$ cat config.mk
export PLATFORM = sky130hd
export DESIGN_NAME = sonic_rx_dma_sched
export DESIGN_NICKNAME = d
export VERILOG_FILES = /design/src/rtl/sonic_rx_dma_pkg.sv /design/src/rtl/sonic_irq_coalescer.sv /design/src/rtl/sonic_rx_dma_sched.sv
export SDC_FILE = /design/constraint.sdc
export NUM_CORES = 1
export LEC_CHECK = 0
export ABC_CLOCK_PERIOD_IN_PS = 2900
export CAP_MARGIN = 40
export CORE_ASPECT_RATIO = 1.75
export CORE_MARGIN = 2
export CORE_UTILIZATION = 49
export DETAILED_ROUTE_END_ITERATION = 8
export GPL_TIMING_DRIVEN = 0
export MAX_ROUTING_LAYER = met4
export PLACE_DENSITY = 0.77
export SETUP_SLACK_MARGIN = 0.15
export SYNTH_ARGS = -nofsm -noshare
export SYNTH_HDL_FRONTEND = slang
export SYNTH_SLANG_ARGS = --single-unit
$ cat constraint.sdc
create_clock -name clock -period 2.9 [get_ports clock]
set_clock_uncertainty 0.15 [all_clocks]
set_input_delay 0.435 -clock clock [delete_from_list [all_inputs] [get_ports clock]]
set_output_delay 0.435 -clock clock [all_outputs]
set_load 0.01 [all_outputs]
$ cat src/rtl/sonic_rx_dma_pkg.sv
`default_nettype none
// ============================================================================
// Module      : sonic_rx_dma_pkg
// Description : Shared types and helpers for the RX ring read-side DMA
//               scheduler: FSM state encoding, default geometry constants and
//               the modular ring-occupancy helper.
// Ports       : none (package)
// Revision    : 1.0 - initial release
// ============================================================================
package sonic_rx_dma_pkg;

  // Default ring geometry (word address width, pointers carry one extra wrap bit)
  localparam int unsigned DEF_ADDR_WIDTH     = 13;
  localparam int unsigned DEF_BURST_WORDS    = 32;
  localparam int unsigned DEF_TIMEOUT_CYCLES = 1024;
  localparam int unsigned DEF_IRQ_COALESCE   = 4;

  typedef enum logic [2:0] {
    ST_IDLE  = 3'd0,
    ST_REQ   = 3'd1,
    ST_XFER  = 3'd2,
    ST_DRAIN = 3'd3,
    ST_DONE  = 3'd4
  } sched_state_t;

  // Words available in the ring: (wptr - rptr) modulo 2^ptr_w.
  // Pointers are passed zero-extended to 32 bits; the caller truncates back.
  function automatic logic [31:0] ring_avail(input logic [31:0] wptr,
                                             input logic [31:0] rptr,
                                             input int unsigned ptr_w);
    logic [31:0] mask;
    mask = (ptr_w >= 32) ? 32'hFFFF_FFFF : ((32'd1 << ptr_w) - 32'd1);
    return (wptr - rptr) & mask;
  endfunction

endpackage : sonic_rx_dma_pkg
`default_nettype wire

$ cat src/rtl/sonic_irq_coalescer.sv
`default_nettype none
// ============================================================================
// Module      : sonic_irq_coalescer
// Description : Counts completed DMA bursts and raises a one-cycle interrupt
//               every IRQ_COALESCE bursts, or immediately for a short
//               (timeout) burst. Either event clears the count.
// Ports       : clock       - DMA clock
//               reset_n     - asynchronous active-low reset
//               burst_end_i - one-cycle strobe, one cycle before burst done
//               short_i     - the ending burst was a timeout burst
//               irq_o       - registered interrupt pulse (aligned with done)
// Revision    : 1.0 - initial release
// ============================================================================
module sonic_irq_coalescer #(
  parameter int unsigned IRQ_COALESCE = 4
) (
  input  logic clock,
  input  logic reset_n,
  input  logic burst_end_i,
  input  logic short_i,
  output logic irq_o
);

  localparam int unsigned CNT_W = (IRQ_COALESCE > 1) ? $clog2(IRQ_COALESCE) : 1;
  localparam logic [CNT_W-1:0] C_LAST = CNT_W'(IRQ_COALESCE - 1);

  logic [CNT_W-1:0] count_q;
  logic             irq_q;

  // The strobe arrives in the DRAIN cycle so the registered pulse lands in
  // the same cycle as the scheduler's dma_done.
  always_ff @(posedge clock or negedge reset_n) begin
    if (!reset_n) begin
      count_q <= '0;
      irq_q   <= 1'b0;
    end else begin
      irq_q <= 1'b0;
      if (burst_end_i) begin
        if (short_i || (count_q == C_LAST)) begin
          irq_q   <= 1'b1;
          count_q <= '0;
        end else begin
          count_q <= count_q + 1'b1;
        end
      end
    end
  end

  assign irq_o = irq_q;

endmodule : sonic_irq_coalescer
`default_nettype wire

$ cat src/rtl/sonic_rx_dma_sched.sv
`default_nettype none
// ============================================================================
// Module      : sonic_rx_dma_sched
// Description : Read-side scheduler for the RX circular buffer. Starts a DMA
//               burst on a full burst of data or after an idle timeout with
//               partial data, drives the buffer read port under sink
//               backpressure and raises coalesced interrupts.
// Ports       : clock/reset_n   - DMA clock, async active-low reset
//               enable          - port enabled
//               rx_ring_wptr    - clock-crossed ring write pointer
//               rd_address/rdreq- buffer read port
//               dma_req/dma_len - burst request and length (until dma_gnt)
//               dma_gnt         - single-cycle grant
//               dma_ready       - sink accepts a word next cycle
//               dma_valid       - buffer data_out valid (rdreq delayed by 1)
//               dma_done        - one-cycle burst-complete pulse
//               rx_ring_rptr    - current read pointer
//               irq             - coalesced interrupt pulse
//               overflow        - sticky writer-lapped-reader flag
// Revision    : 1.0 - initial release
// ============================================================================
module sonic_rx_dma_sched
  import sonic_rx_dma_pkg::*;
#(
  parameter int unsigned ADDR_WIDTH     = DEF_ADDR_WIDTH,
  parameter int unsigned BURST_WORDS    = DEF_BURST_WORDS,
  parameter int unsigned TIMEOUT_CYCLES = DEF_TIMEOUT_CYCLES,
  parameter int unsigned IRQ_COALESCE   = DEF_IRQ_COALESCE
) (
  input  logic                          clock,
  input  logic                          reset_n,
  input  logic                          enable,
  input  logic [ADDR_WIDTH:0]           rx_ring_wptr,
  output logic [ADDR_WIDTH-1:0]         rd_address,
  output logic                          rdreq,
  output logic                          dma_req,
  output logic [$clog2(BURST_WORDS):0]  dma_len,
  input  logic                          dma_gnt,
  input  logic                          dma_ready,
  output logic                          dma_valid,
  output logic                          dma_done,
  output logic [ADDR_WIDTH:0]           rx_ring_rptr,
  output logic                          irq,
  output logic                          overflow
);

  localparam int unsigned PTR_W = ADDR_WIDTH + 1;
  localparam int unsigned LEN_W = $clog2(BURST_WORDS) + 1;
  localparam int unsigned TMR_W = $clog2(TIMEOUT_CYCLES + 1);

  localparam logic [PTR_W-1:0] C_BURST_AV  = PTR_W'(BURST_WORDS);
  localparam logic [PTR_W-1:0] C_RING_SIZE = {1'b1, {ADDR_WIDTH{1'b0}}};
  localparam logic [LEN_W-1:0] C_BURST_LEN = LEN_W'(BURST_WORDS);
  localparam logic [TMR_W-1:0] C_TIMEOUT   = TMR_W'(TIMEOUT_CYCLES);

  sched_state_t     state_q;
  logic [PTR_W-1:0] rptr_q;
  logic [LEN_W-1:0] cnt_q;
  logic [TMR_W-1:0] timer_q;
  logic [LEN_W-1:0] dma_len_q;
  logic             dma_req_q;
  logic             short_q;
  logic             dma_valid_q;
  logic             dma_done_q;
  logic             overflow_q;

  logic [PTR_W-1:0] w_avail;
  logic             w_ovf_now;
  logic             w_blocked;
  logic             w_rdreq;
  logic             w_burst_end;
  logic             w_irq;

  assign w_avail   = PTR_W'(ring_avail(32'(rx_ring_wptr), 32'(rptr_q), PTR_W));
  assign w_ovf_now = (w_avail > C_RING_SIZE);
  // A lap seen this very cycle must already block a start, not just the flag
  assign w_blocked = overflow_q | w_ovf_now;
  // Read strobe follows the sink's ready directly so a stalled cycle issues nothing
  assign w_rdreq   = (state_q == ST_XFER) && dma_ready;
  assign w_burst_end = (state_q == ST_DRAIN);

  always_ff @(posedge clock or negedge reset_n) begin
    if (!reset_n) begin
      state_q     <= ST_IDLE;
      rptr_q      <= '0;
      cnt_q       <= '0;
      timer_q     <= '0;
      dma_len_q   <= '0;
      dma_req_q   <= 1'b0;
      short_q     <= 1'b0;
      dma_valid_q <= 1'b0;
      dma_done_q  <= 1'b0;
      overflow_q  <= 1'b0;
    end else begin
      dma_valid_q <= w_rdreq;
      dma_done_q  <= 1'b0;
      // Sticky; only the disabled-IDLE branch below can clear it
      if (w_ovf_now) begin
        overflow_q <= 1'b1;
      end

      case (state_q)
        ST_IDLE: begin
          if (!enable) begin
            // Disabled port: discard everything written so far
            rptr_q     <= rx_ring_wptr;
            overflow_q <= 1'b0;
            timer_q    <= '0;
          end else if (w_blocked) begin
            timer_q <= '0;
          end else if (w_avail >= C_BURST_AV) begin
            state_q   <= ST_REQ;
            dma_req_q <= 1'b1;
            dma_len_q <= C_BURST_LEN;
            short_q   <= 1'b0;
            timer_q   <= '0;
          end else if (w_avail == '0) begin
            timer_q <= '0;
          end else if (timer_q == C_TIMEOUT) begin
            // Partial data has waited long enough; avail < BURST fits dma_len
            state_q   <= ST_REQ;
            dma_req_q <= 1'b1;
            dma_len_q <= LEN_W'(w_avail);
            short_q   <= 1'b1;
            timer_q   <= '0;
          end else begin
            timer_q <= timer_q + 1'b1;
          end
        end

        ST_REQ: begin
          if (dma_gnt) begin
            state_q   <= ST_XFER;
            dma_req_q <= 1'b0;
            cnt_q     <= dma_len_q;
          end
        end

        ST_XFER: begin
          if (dma_ready) begin
            rptr_q <= rptr_q + 1'b1;
            cnt_q  <= cnt_q - 1'b1;
            if (cnt_q == LEN_W'(1)) begin
              state_q <= ST_DRAIN;
            end
          end
        end

        ST_DRAIN: begin
          state_q    <= ST_DONE;
          dma_done_q <= 1'b1;
        end

        ST_DONE: begin
          state_q <= ST_IDLE;
        end

        default: begin
          state_q <= ST_IDLE;
        end
      endcase
    end
  end

  sonic_irq_coalescer #(
    .IRQ_COALESCE (IRQ_COALESCE)
  ) u_irq_coalescer (
    .clock       (clock),
    .reset_n     (reset_n),
    .burst_end_i (w_burst_end),
    .short_i     (short_q),
    .irq_o       (w_irq)
  );

  assign rd_address   = rptr_q[ADDR_WIDTH-1:0];
  assign rdreq        = w_rdreq;
  assign dma_req      = dma_req_q;
  assign dma_len      = dma_len_q;
  assign dma_valid    = dma_valid_q;
  assign dma_done     = dma_done_q;
  assign rx_ring_rptr = rptr_q;
  assign irq          = w_irq;
  assign overflow     = overflow_q;

endmodule : sonic_rx_dma_sched
`default_nettype wire

# Word-level counts from Yosys, hierarchy flattened
# Cells that the tools add are included.
[word_totals] mem_count=0 register_bits=48 in_bits=19 romBits=0 output_inout_bits=39 latchBits=0 ram_bits=0
[op_classes] mul=0 bitwise_logic=2 div_mod_pow=0 n_eq_ne=15 magnitude_cmp=2 n_reduce_logical=13 shifts=0 addsub=5 muxes=38
[op_table] op="11-bit two-way mux" n=5
[op_table] op="6-bit two-way mux" n=5
[op_table] op="14-bit two-way mux" n=2
[op_table] op="14-bit one-hot mux with 2 select lines" n=1
[op_table] op="3-bit two-way mux" n=8
[op_table] op="14-bit by 1-bit adder with 14-bit output, second input constant" n=1
[op_table] op="14-bit by 6-bit greater-or-equal comparator with 1-bit output, second input constant" n=1
[op_table] op="14-bit greater-than comparator, second input constant" n=1
[op_table] op="14-bit logical NOT" n=1
[op_table] op="14-bit subtractor" n=1
[op_table] op="1-bit two-way mux" n=13
[op_table] op="2-bit inequality test, second input constant" n=6
[op_table] op="3-bit one-hot mux with 4 select lines" n=1
[op_table] op="6-bit one-hot mux with 2 select lines" n=1
[op_table] op="11-bit by 1-bit adder with 11-bit output, second input constant" n=1
[op_table] op="11-bit equality test, second input constant" n=1
[op_table] op="2-bit nonzero test" n=4
[op_table] op="7-bit AND reduction" n=1
[op_table] op="3-bit by 2-bit equality test with 1-bit output, second input constant" n=2
[op_table] op="6-bit by 1-bit equality test with 1-bit output, second input constant" n=1
[op_table] op="3-bit inequality test, second input constant" n=2
[op_table] op="3-bit AND reduction" n=2
[op_table] op="6-bit AND reduction" n=1
[op_table] op="6-bit by 1-bit subtractor with 6-bit output, second input constant" n=1
[op_table] op="12 further kinds" n=12

# Depth between registers and ports, before layout
[depth] ltp_word=7 mapped_depth=13

# By module
# Synthesis repeated with hierarchy kept, for this count alone.
[unflattened] hier_cells=391 hier_area_um2=3291.9
[modules_own_cells] module="sonic_rx_dma_sched" seq_area_each_um2=1126.1 cells_per_inst=380 n_inst=1 area_each_um2=3161.8
[modules_own_cells] module="sonic_irq_coalescer" seq_area_each_um2=75.1 cells_per_inst=11 n_inst=1 area_each_um2=130.1

# Worst setup path after synthesis
# No wires, ideal clock.
[synth_path] kind="register -> register" from="reg rptr_q[0], in the netlist rx_ring_rptr[0]" to="reg state_q[0]" arrival_time_ns=3.105 path_stages_with_launch=12 required_time_ns=2.673 setup_slack_ns=-0.432 n_path_buf=0 cell_sequence="dfrtp_1 -> ha_1 -> fa_1 -> nand2b_1 -> a21oi_2 -> o2111ai_1 -> nor2_1 -> mux2i_1 -> nand4_4 -> o31ai_4 -> or4b_1 -> a21oi_1"
[synth_via] elab_chain_len=6
[synth_rtl] element="from (decl)" line="sonic_rx_dma_sched.sv:57" text="logic [PTR_W-1:0] rptr_q;"
[synth_rtl] element="from (signal assigned)" line="sonic_rx_dma_sched.sv:106" text="rptr_q <= rx_ring_wptr;"
[synth_rtl] element="from (signal assigned)" line="sonic_rx_dma_sched.sv:141" text="rptr_q <= rptr_q + 1'b1;"
[synth_rtl] element="14-bit subtractor *" line="sonic_rx_dma_pkg.sv:33" text="return (wptr - rptr) & mask;"
[synth_rtl] element="14-bit by 6-bit greater-or-equal comparator with 1-bit output" line="sonic_rx_dma_sched.sv:111" text="end else if (w_avail >= C_BURST_AV) begin"
[synth_rtl] element="3-bit two-way mux" line="sonic_rx_dma_sched.sv:111"
[synth_rtl] element="3-bit two-way mux" line="sonic_rx_dma_sched.sv:109" text="end else if (w_blocked) begin"
[synth_rtl] element="3-bit two-way mux" line="sonic_rx_dma_sched.sv:104" text="if (!enable) begin"
[synth_rtl] element="3-bit one-hot mux with 4 select lines" line="sonic_rx_dma_sched.sv:102" text="case (state_q)"
[synth_rtl] element="to (signal assigned)" line="sonic_rx_dma_sched.sv:112" text="state_q <= ST_REQ;"
[synth_rtl] element="to (signal assigned)" line="sonic_rx_dma_sched.sv:121" text="state_q <= ST_REQ;"
[synth_rtl] element="to (signal assigned)" line="sonic_rx_dma_sched.sv:133" text="state_q <= ST_XFER;"
[synth_rtl] element="to (decl)" line="sonic_rx_dma_sched.sv:56" text="sched_state_t state_q;"
# Every way passes the cells marked *; elsewhere a longest branch is shown, timed or not. The select of a mux whose other input is x is not followed.
# A chain may end at the register's enable or synchronous reset.

# Final worst setup path
[layout_path] from="reg rptr_q[0], in the netlist rx_ring_rptr[0]" to="reg dma_len_q[4], in the netlist dma_len[4]"
[layout_via] elab_chain_len=5
[layout_rtl] element="14-bit subtractor *" line="sonic_rx_dma_pkg.sv:33"
[layout_rtl] element="14-bit greater-than comparator" line="sonic_rx_dma_sched.sv:75" text="assign w_ovf_now = (w_avail > C_RING_SIZE);"
[layout_rtl] element="1-bit bitwise OR" line="sonic_rx_dma_sched.sv:77" text="assign w_blocked = overflow_q | w_ovf_now;"
[layout_rtl] element="1-bit inverter (no source line)"
[layout_rtl] element="5-bit AND reduction (no source line)"
[layout_rtl] element="to (signal assigned)" line="sonic_rx_dma_sched.sv:123" text="dma_len_q <= LEN_W'(w_avail);"
[layout_rtl] element="to (decl)" line="sonic_rx_dma_sched.sv:60" text="logic [LEN_W-1:0] dma_len_q;"
# Marked as above.

==> qor.txt <==
Post-Synth Adder-Cell Area: 7.44%
Share of post-route cells with drive strength above 1: 22.3%
Synth top area cells: dfrtp_1 35%, ha_1 6.9%, a21oi_1 5.6%
Port bufs: 57
Number of synthesized register bits: 48
Syn_nets: 438
WP depth: 11
WHS: -0.00245 ns
Slew Limit Fails: 0
Worst Setup End Kind: register
Number of global-route vias before repair: 3441
Reg2reg start: rx_ring_rptr[0]$_DFFE_PN0P_
NumNets Final: 518
First-pass GRT wire length: 16100 um
Initial Util: 50.5%
CORE AREA: 6860 um^2
H-tree Lvls: 2
Max-cap viol count: 0
Hold buffers post-CTS: 0
Worst Hold Class: input port to async pin
Placed cell areas: 4220 um^2
ANT cells: 0
Sequential share of the synthesized area: 34.7%
Syn avg cell area: 8.68 um^2
Cells on worst reg2reg path: 11
Critical path arrival: 3.33 ns
Critical-path cell list: ha_4 > fa_2 > nand2b_4 > a21oi_4 > o2111ai_4 > nor2_2 > mux2i_2 > nand4_4 > or3_4 > o211ai_4 > o2bb2ai_1
Ys Warns: 0
Worst Path Max Fanout: 6
CTS tree: done
Asr flop ratio synth: 100%
Failing checks: negative hold slack, negative setup slack
Starting DRT DRC Count: 189
Ys flop type: dfrtp_1
Cell area after synthesis: 3460 um^2
Status: finished, violations left
Vias/cell: 6.00
CTS max path bufs: 2
RSZ-0062 raised after global routing: yes
Sink Count: 48
Power Dens Cells: 1070 nW/um^2
Crit path kind: register to register
Die Span X: 67.5 um
LEAKAGE: 2.03 nW
Bufs and invs on worst path: 0
Max IR drop VDD: 0.000522 V
Final GP Congestion: 0.858
Most instantiated library cell after synthesis: dfrtp_1
Post-route cell area: 4840 um^2
Setup ws final: -0.359 ns
GRT Total Usage: 28.0%
Crit-path max cell delay: 0.43 ns
Flop2flop setup slack: -0.36 ns
Largest area contributor in the netlist: dfrtp_1
XOR/XNOR Fraction of Synth Area: 2.02%
Die area: 7780 um^2
I/O Pins: 58
Post-synthesis compound-gate area fraction: 25.3%
DR DRC count: 0
Crit path max-delay cell type: dfrtp_2
Routed wire length per instance: 17.9 um
Final setup viols: 21
Hold Violations, Final: 5
# fillers: 521
Post-route ant nets: 0
Tcrit/Tclk final: 112%
Syn-to-layout area delta: 39.7%
Root Buffer: clkbuf_16
Final core occ: 70.5%
Crit path launch type: register
Slew @ Worst Pin: 0.604 ns
Routed wire length: 10100 um
F_max: 0.307 GHz
Post-route minimum period: 3.26 ns
CP delay by family, top: simple AND/OR/NAND/NOR gates
Number of synthesized flops with an enable pin: 0
Largest family of logic cells by synthesized area: compound AO/OA/AOI/OAI gates
Drt first pass iters: 5
Distinct cells, synth: 67
Clk Latency, worst-skew pair: 0.29 ns
HPWL Detailed: 7210 um
Mux contribution to synthesized area: 0.867%
RR Endpoint: dma_len[4]$_DFFE_PN0P_
Largest net degree at the start of global routing: 26
Top cells by count, synth: 48 x dfrtp_1, 39 x a21oi_1, 32 x nor2_1
Total CTS buffers: 5
Critical path data required time: 2.97 ns
Routed via count: 3383
Final TNS setup: -4.97 ns
Syn Inst Count: 399
Initial antenna violation count: 0
Die H: 115 um
Reg clk slew, reported paths: 0.07 ns
Share of the synthesized area in the top cell type: 34.7%
Slew headroom: 59.8%
Total grt overflow: 0
Row cnt: 40
Simple-gate portion of the synthesized area: 21.9%
-- layer usage --
| layer | wire, um | vias up | GRT usage [%] |
|---|---|---|---|
| met5 | 0 | - | - |
| met4 | 157 | 0 | 10.6 |
| met3 | 337 | 16 | 3.33 |
| met2 | 5900 | 100 | 52.1 |
| met1 | 3710 | 1644 | 28.9 |
| li1 | - | 1623 | - |
-- repair_timing --
| action | 4_1_cts | 5_1_grt |
|---|---|---|
| resized for setup | 41 | 19 |
| pin swaps | 18 | 7 |
| buffers inserted | 10 | 3 |
| cloned | 1 | 0 |
| setup endpoints to repair | 21 | 24 |
-- logic make-up after synthesis --
group           Yosys count
xor+xnor                  8
mux                       3
buf+inv                  54
fa+ha+maj                20
simple gates            140
flops                    48
compound gates          126
-- cells in the final DEF (no fill, tap or decap), drive strengths merged, types with 4 or more instances in the layout --
master | Yosys | layout
buf | 16 | 33
and2 | 4 | 4
xnor2 | 6 | 6
dfrtp | 48 | 48
o22ai | 5 | 5
o2bb2ai | 6 | 6
a31oi | 9 | 9
nand2b | 8 | 8
or2 | 5 | 5
nor4 | 8 | 8
clkbuf | 14 | 19
a22oi | 5 | 5
clkdlybuf4s50 | 0 | 53
nor3 | 10 | 10
a22o | 6 | 6
a21o | 7 | 7
o21ai | 20 | 20
nand3 | 14 | 14
nor2 | 32 | 32
nand2 | 28 | 28
and3 | 8 | 8
ha | 19 | 19
nand4 | 7 | 7
a21oi | 42 | 42
inv | 24 | 25
-- flip-flops by register name, indices dropped and copies added (netlist names) --
register	count
timer_q	11
u_irq_coalescer.count_q	2
dma_valid	1
state_q	3
overflow	1
dma_len	6
u_irq_coalescer.irq_o	1
dma_req	1
dma_done	1
cnt_q	6
rx_ring_rptr	14
short_q	1
-- report_power, final --
group / switching (mW) / leakage (nW) / internal [mW]
clock network: 0.270 / 0.0944 / 0.498
logic: 1.75 / 1.33 / 1.54
registers: 0.242 / 0.608 / 0.867
-- worst max-delay path by stage --
stage / end / from
detailed placement: dma_len[2]$_DFFE_PN0P_ / rx_ring_wptr[0]
global placement: dma_len[1]$_DFFE_PN0P_ / rx_ring_wptr[0]
finish: dma_len[4]$_DFFE_PN0P_ / rx_ring_rptr[0]$_DFFE_PN0P_
global route: dma_len[4]$_DFFE_PN0P_ / rx_ring_rptr[0]$_DFFE_PN0P_
floorplan: state_q[0]$_DFFE_PN0P_ / rx_ring_rptr[0]$_DFFE_PN0P_
CTS: state_q[0]$_DFFE_PN0P_ / rx_ring_rptr[0]$_DFFE_PN0P_
-- per-stage QoR --
step	worst slack [ns]	power, mW	std cells
2_1_floorplan	-0.293	2.94	399
3_3_place_gp	-1.13	3.79	540
3_5_place_dp	-1.16	3.88	542
4_1_cts	-0.285	5.00	561
5_1_grt	-0.410	5.50	564
6_report	-0.359	5.17	564
-- layout make-up --
cell class                      instances  area [um^2]  share of cell area, %
Buffer                                 30          194                   4.01
Sequential cell                        48         1200                   24.9
Multi-Input combinational cell        297         2320                   48.0
Tap cell                               84          105                   2.17
Inverter                               24         90.1                   1.86
Clock buffer                            5          125                   2.59
Clock inverter                          3         68.8                   1.42
Timing Repair Buffer                   73          731                   15.1
No activity file was read; power rests on OpenSTA's default activity.
